**config.mk**
```make
export PLATFORM = sky130hd
export DESIGN_NAME = dec_n_scan
export DESIGN_NICKNAME = d
export VERILOG_FILES = /design/src/rtl/dec_n_scan.sv
export SDC_FILE = /design/constraint.sdc
export NUM_CORES = 1
export LEC_CHECK = 0
export CELL_PAD_IN_SITES_DETAIL_PLACEMENT = 2
export CELL_PAD_IN_SITES_GLOBAL_PLACEMENT = 2
export CORE_MARGIN = 2
export CORE_UTILIZATION = 27
export CTS_CLUSTER_DIAMETER = 100
export CTS_CLUSTER_SIZE = 40
export DETAILED_ROUTE_END_ITERATION = 6
export PLACE_DENSITY_LB_ADDON = 0.15
export RECOVER_POWER = 25
export SETUP_SLACK_MARGIN = 0.15
export SKIP_LAST_GASP = 1
export SLEW_MARGIN = 20
export SYNTH_ARGS = -nofsm -noshare
export SYNTH_HDL_FRONTEND = slang
export SYNTH_SLANG_ARGS = --single-unit
export TNS_END_PERCENT = 10
```
**constraint.sdc**
```tcl
create_clock -name CLK -period 1.7 [get_ports CLK]
set_input_delay 0.17 -clock CLK [delete_from_list [all_inputs] [get_ports CLK]]
set_output_delay 0.17 -clock CLK [all_outputs]
set_load 0.005 [all_outputs]
```
**src/rtl/dec_n_scan.sv**
```systemverilog
// Registered N-to-2**N decoder that holds a loaded select or auto-scans.
// Optional thermometer output mode: define DEC_SCAN_THERMO_EN to add port TM.
module dec_n_scan #(
    parameter int N     = 2,
    parameter int DWELL = 1
) (
    input  logic           CLK,
    input  logic           RST,
    input  logic           E,
    input  logic           LD,
    input  logic [N-1:0]   S,
    input  logic           SCAN,
`ifdef DEC_SCAN_THERMO_EN
    input  logic           TM,
`endif
    output logic [2**N-1:0] O,
    output logic           BUSY,
    output logic           WRAP
);

    localparam int W  = 2 ** N;
    localparam int CW = (DWELL > 1) ? $clog2(DWELL) : 1;

    localparam logic [CW-1:0] CNT_LAST = CW'(DWELL - 1);
    localparam logic [N-1:0]  SEL_LAST = '1;

    typedef enum logic [1:0] {
        ST_IDLE,
        ST_HOLD,
        ST_SCAN
    } state_t;

    state_t        state;
    state_t        state_nxt;
    logic [N-1:0]  sel;
    logic [N-1:0]  sel_nxt;
    logic [CW-1:0] cnt;
    logic [CW-1:0] cnt_nxt;
    logic          wrap_nxt;
    logic [W-1:0]  onehot;
    logic [W-1:0]  code;
    logic [W-1:0]  o_nxt;

    // Next state, select and dwell counter; LD beats SCAN, RST is in the register.
    always_comb begin
        state_nxt = state;
        sel_nxt   = sel;
        cnt_nxt   = cnt;
        wrap_nxt  = 1'b0;
        if (LD) begin
            sel_nxt   = S;
            cnt_nxt   = '0;
            state_nxt = ST_HOLD;
        end else begin
            unique case (state)
                ST_IDLE, ST_HOLD: begin
                    if (SCAN) begin
                        state_nxt = ST_SCAN;
                        cnt_nxt   = '0;
                    end
                end
                ST_SCAN: begin
                    if (!SCAN) begin
                        state_nxt = ST_HOLD;
                        cnt_nxt   = '0;
                    end else if (E) begin
                        if (cnt == CNT_LAST) begin
                            cnt_nxt  = '0;
                            sel_nxt  = sel + 1'b1;
                            wrap_nxt = (sel == SEL_LAST);
                        end else begin
                            cnt_nxt = cnt + 1'b1;
                        end
                    end
                end
                default: begin
                    state_nxt = ST_IDLE;
                end
            endcase
        end
    end

    // Decode the next select; the thermometer is onehot*2-1 modulo 2**W,
    // which also yields all ones for the top code.
    always_comb begin
        onehot = W'(1) << sel_nxt;
        code   = onehot;
`ifdef DEC_SCAN_THERMO_EN
        if (TM) begin
            code = (onehot << 1) - W'(1);
        end
`endif
        o_nxt = (E && (state_nxt != ST_IDLE)) ? code : '0;
    end

    // State and output registers with synchronous reset.
    always_ff @(posedge CLK) begin
        if (RST) begin
            state <= ST_IDLE;
            sel   <= '0;
            cnt   <= '0;
            O     <= '0;
            BUSY  <= 1'b0;
            WRAP  <= 1'b0;
        end else begin
            state <= state_nxt;
            sel   <= sel_nxt;
            cnt   <= cnt_nxt;
            O     <= o_nxt;
            BUSY  <= (state_nxt == ST_SCAN);
            WRAP  <= wrap_nxt;
        end
    end

endmodule

```
## Yosys cells after proc, flatten, opt, wreduce, memory -nomap -nowiden

Index checks and enable logic that the tools add are counted.

- Register bits after elaboration: 11
- Word-level logic and storage cells: 42

- $add $sub $neg: 2
- Equality and inequality tests: 6
- Shift-type cells: 1
- Multiplexer cells: 14
- Bitwise operators: 4
- Reductions and logical operators: 9

Operators with widths:

| kind | number |
|---|---|
| $mux 2 | 8 |
| $eq 2x2->1 const B | 3 |
| $reduce_or 2->1 | 3 |
| $reduce_or 6->1 | 1 |
| $mux 1 | 4 |
| $not 1->1 | 4 |
| $pmux 2 s2 | 1 |
| $reduce_bool 2->1 | 2 |
| $shl 1x2->4 const A | 1 |
| $ne 3x3->1 const B | 1 |
| $reduce_and 3->1 | 1 |
| $add 2x1->2 const B | 1 |
| $eq 2x1->1 const B | 1 |
| $logic_not 2->1 | 1 |
| $ne 2x2->1 const B | 1 |
| $pmux 1 s2 | 1 |
| $add 1x1->1 const B | 1 |
| $logic_and 1x1->1 | 1 |

## Logic depth before layout (Yosys ltp)

- Depth after elaboration: 8
- Depth in mapped cells: 4

## Worst setup path after synthesis

OpenSTA, ideal clock, no wires.

- Path kind: register to register
- From: register sel[0]
- To: register O[1]
- Data arrival time: 1.316 ns
- Data required time: 1.624 ns
- Path slack: 0.308 ns
- Stages on the path, launching flop included: 4
- Buffers on the path: 0
- Cells stage by stage: dfxtp_1 -> ha_1 -> or4_1 -> a31oi_1

- Longest elaborated chain between the ends: 7

Ends and longest elaborated chain:

| what | RTL line | text |
|---|---|---|
| start, declared | 35 | `logic [N-1:0] sel;` |
| start signal, assigned | 107 | `sel <= sel_nxt;` |
| $add 2x1->2 | 69 | `sel_nxt = sel + 1'b1;` |
| $mux 2 | 67 | `if (cnt == CNT_LAST) begin` |
| $mux 2 | 66 | `end else if (E) begin` |
| $mux 2 | 63 | `if (!SCAN) begin` |
| $mux 2 * | 55 | `unique case (state)` |
| $mux 2 * | 50 | `if (LD) begin` |
| $shl 1x2->4 * | 86 | `onehot = W'(1) << sel_nxt;` |
| end signal, assigned | 109 | `O <= o_nxt;` |
| end, declared | 16 | `output logic [2**N-1:0] O,` |

Every way passes the cells marked *; elsewhere a longest branch is shown, timed or not.
A chain may end at the register's enable or synchronous reset.

## Worst setup path after layout

- From: input port SCAN
- To: register O[2]

- Longest elaborated chain between the ends: 7
- Elaborated cells between the ends (all ways): 12
- Those cells by class: shift (1); mux (7); bitwise (1); reduce/logical (3)

Ends and longest elaborated chain:

| what | RTL line | text |
|---|---|---|
| start, declared | 12 | `input logic SCAN,` |
| $mux 2, on equally long branches | 63, 57 |  |
| $pmux 2 s2 | 55 |  |
| $mux 2 | 50 |  |
| $reduce_bool 2->1 | 93 | `o_nxt = (E && (state_nxt != ST_IDLE)) ? code : '0;` |
| $logic_and 1x1->1 | 93 |  |
| $not 1->1 (no line) | -- |  |
| $reduce_or 2->1 (no line) | -- |  |

Parallel ways exist; a longest one is shown, timed or not.

==> flow_metrics.tcl <==
set metrics [dict create \
    critPathKind "primary input to register" \
    drc 0 \
    postCtsHoldBufs 0 \
    cp-start-kind "primary input" \
    setup_violations 0 \
    worstMarginPinSlew_ps 420 \
    vias 465 \
    p_leak_uw 0.000276 \
    ant_nets 0 \
    io_buffer_count 12 \
    slew_headroom_pct 71.9 \
    max-cap-violations 0 \
    drtPass1Iterations 3 \
    ys_types 28 \
    grt_usage_pct 15.5 \
    critical_path.max_fanout 6 \
    dpl.cell_count 93 \
    ff2ff_path_depth 3 \
    clock_path_buffers 2 \
    outcome "completed" \
    io_pins 13 \
    r2r_end "O[1]" \
    layout_min_cycle_time_ps 1490 \
    syn_nets 59 \
    place_ws_ps -54.1 \
    die_area_um2 2200 \
    timing.hold.ws_ps 597 \
    end_kind "register" \
    wl_mm 1.34 \
    syn_inst 51 \
    globalRouteOverflowTotal 0 \
    initial_core_util_pct 28.8 \
    place_congestion 0.818 \
    drive_above_1_share_pct 19.4 \
    hpwl_mm 1.10 \
    grt_pass1_wl_mm 2.33 \
    root_buffer "clkbuf_4" \
    antenna_found_initial 0 \
    ys_warn_count 0 \
    critPathCapture "O[2]" \
    ctsResizeCount 0 \
    syn_avg_cell_area_um2 9.74 \
    wire_per_inst_um 13.8 \
    hp-class "primary input to register" \
    rsz0062_at_grt "false" \
    cp.required_ps 1870 \
    core-area_um2 1730 \
    ir_drop_mv 0.315 \
    powerDensity_nw_per_um2 777 \
    setup.worst_path.start "SCAN" \
    max_clock_freq_ghz 0.673 \
    fin_worst_skew_ps 2.65 \
    htree_levels 1 \
    n_fill_cell 207 \
    worstSkewPairLatency_ps 270 \
    timing.final.crit_share_pct 87.4 \
    grt_max_degree 7 \
    die_w_um 46.9 \
    grt_pass1_vias 489 \
    diodes 0 \
    finalNonFillerCells 97 \
    placed_area_um2 688 \
    fin_tns_setup_ps 0 \
    fin_ws_ps 214 \
    vias_per_cell 4.79 \
    cts_buffers 3 \
    regArea_um2 200 \
    cts.clk_slew.worst_paths_ps 70 \
    layout.nets 81 \
    syn-cell-area_um2 497 \
    die_h_um 46.9 \
    final_common_cell "clkdlybuf4s50_1" \
    area_growth_pct 44.3 \
    synth_seq_cells 10 \
    std_cell_rows 15 \
    post_cts_buffers 0 \
    slew_viol_final 0 \
    multi_input_area_um2 280 \
    layout_common_cells "11 x clkdlybuf4s50_1, 10 x dfxtp_1, 4 x nand2_1, 4 x buf_4" \
    reg2reg_slack_ps 250 \
    cts_tree "yes" \
    arrival_ps 1660 \
    cts.sinks 10 \
    drt_iter0_markers 3 \
    finalHoldViolCount 0 \
    r2r-start "sel[1]" \
    design_area_um2 717 \
    yosysSeqAreaShare_pct 40.3 \
]
per-layer routing:
metal / up-vias / GRT usage [%] / share of wire [%] / routed length (um)
li1: 234 / - / - / -
met1: 216 / 19.7 / 47 / 634
met2: 11 / 24.4 / 47 / 633
met3: 4 / 3.46 / 3.5 / 47
met4: 0 / 8.33 / 1.4 / 19
met5: - / 0 / 0 / 0
sequential cells by signal (all words and copies together), names as in the netlist:
register  count
O             4
WRAP          1
BUSY          1
state         2
sel           2
where the power goes:
group          leakage (uW)  internal, uW  switching (uW)  total [uW]
Clock             0.0000210           130            92.7         223
Combinational      0.000173          44.4            38.9        83.3
Sequential        0.0000819           244            7.46         251
Total              0.000276           418             139         557
synth_stat cells (all sizes together):
| master | n | area share [%] |
|---|---|---|
| mux2 | 1 | 3.0 |
| dfxtp | 10 | 40 |
| nand3b | 1 | 1.5 |
| o2111ai | 1 | 1.8 |
| nor2b | 2 | 2.5 |
| or3 | 2 | 3.5 |
| xnor2 | 1 | 1.8 |
| nand2 | 4 | 3.0 |
| and4b | 1 | 2.8 |
| inv | 3 | 2.3 |
| a31oi | 2 | 2.5 |
| nand4b | 1 | 4.8 |
| or4 | 2 | 3.0 |
| nor2 | 3 | 2.3 |
| o21a | 1 | 1.5 |
| nand4 | 1 | 1.3 |
| o2111a | 1 | 2.3 |
| a311oi | 2 | 4.8 |
| and2 | 2 | 2.5 |
| buf | 1 | 1.0 |
| ha | 1 | 2.5 |
| nand2b | 1 | 1.3 |
| and3 | 3 | 3.8 |
| o21ai | 1 | 1.0 |
| nand3 | 3 | 3.0 |
worst max-delay path: stages:
cell	delay (ps)
clkdlybuf4s50_1	600
and4b_4	290
mux2_4	320
a311oi_1	280
per-stage QoR:
stage / utilization [%] / power (uW)
after floorplan: - / 296
after global placement: 39.9 / 342
after detailed placement: 39.9 / 343
after CTS: 42.0 / 569
after global routing: 41.5 / 593
final: 41.5 / 557
kinds of logic after synthesis:
family / synth area share [%]
xor gates and xnor gates: 1.76
DFF: 40.3
buffers and inverters: 3.27
and+or+nand+nor: 35.3
adders and majority gates: 2.52
muxes: 3.02
AOI/OAI and AO/OA: 13.9
worst min path at each step:
stage	start	end	slack [ps]	depth (start not counted)
final	S[1]	O[3]	600	3
after global routing	S[1]	O[3]	640	3
after CTS	S[1]	O[3]	600	3
after detailed placement	state[0]	BUSY	630	2
after global placement	sel[0]	WRAP	620	2
after floorplan	SCAN	BUSY	320	1
layout make-up:
type / count / share of cell area, %
Inverter: 3 / 1.57
Clock buffer: 4 / 5.06
Timing Repair Buffer: 18 / 22.0
Tap cell: 25 / 4.36
Sequential cell: 10 / 27.9
Multi-Input combinational cell: 37 / 39.1
(Power assumes the default switching activity.)
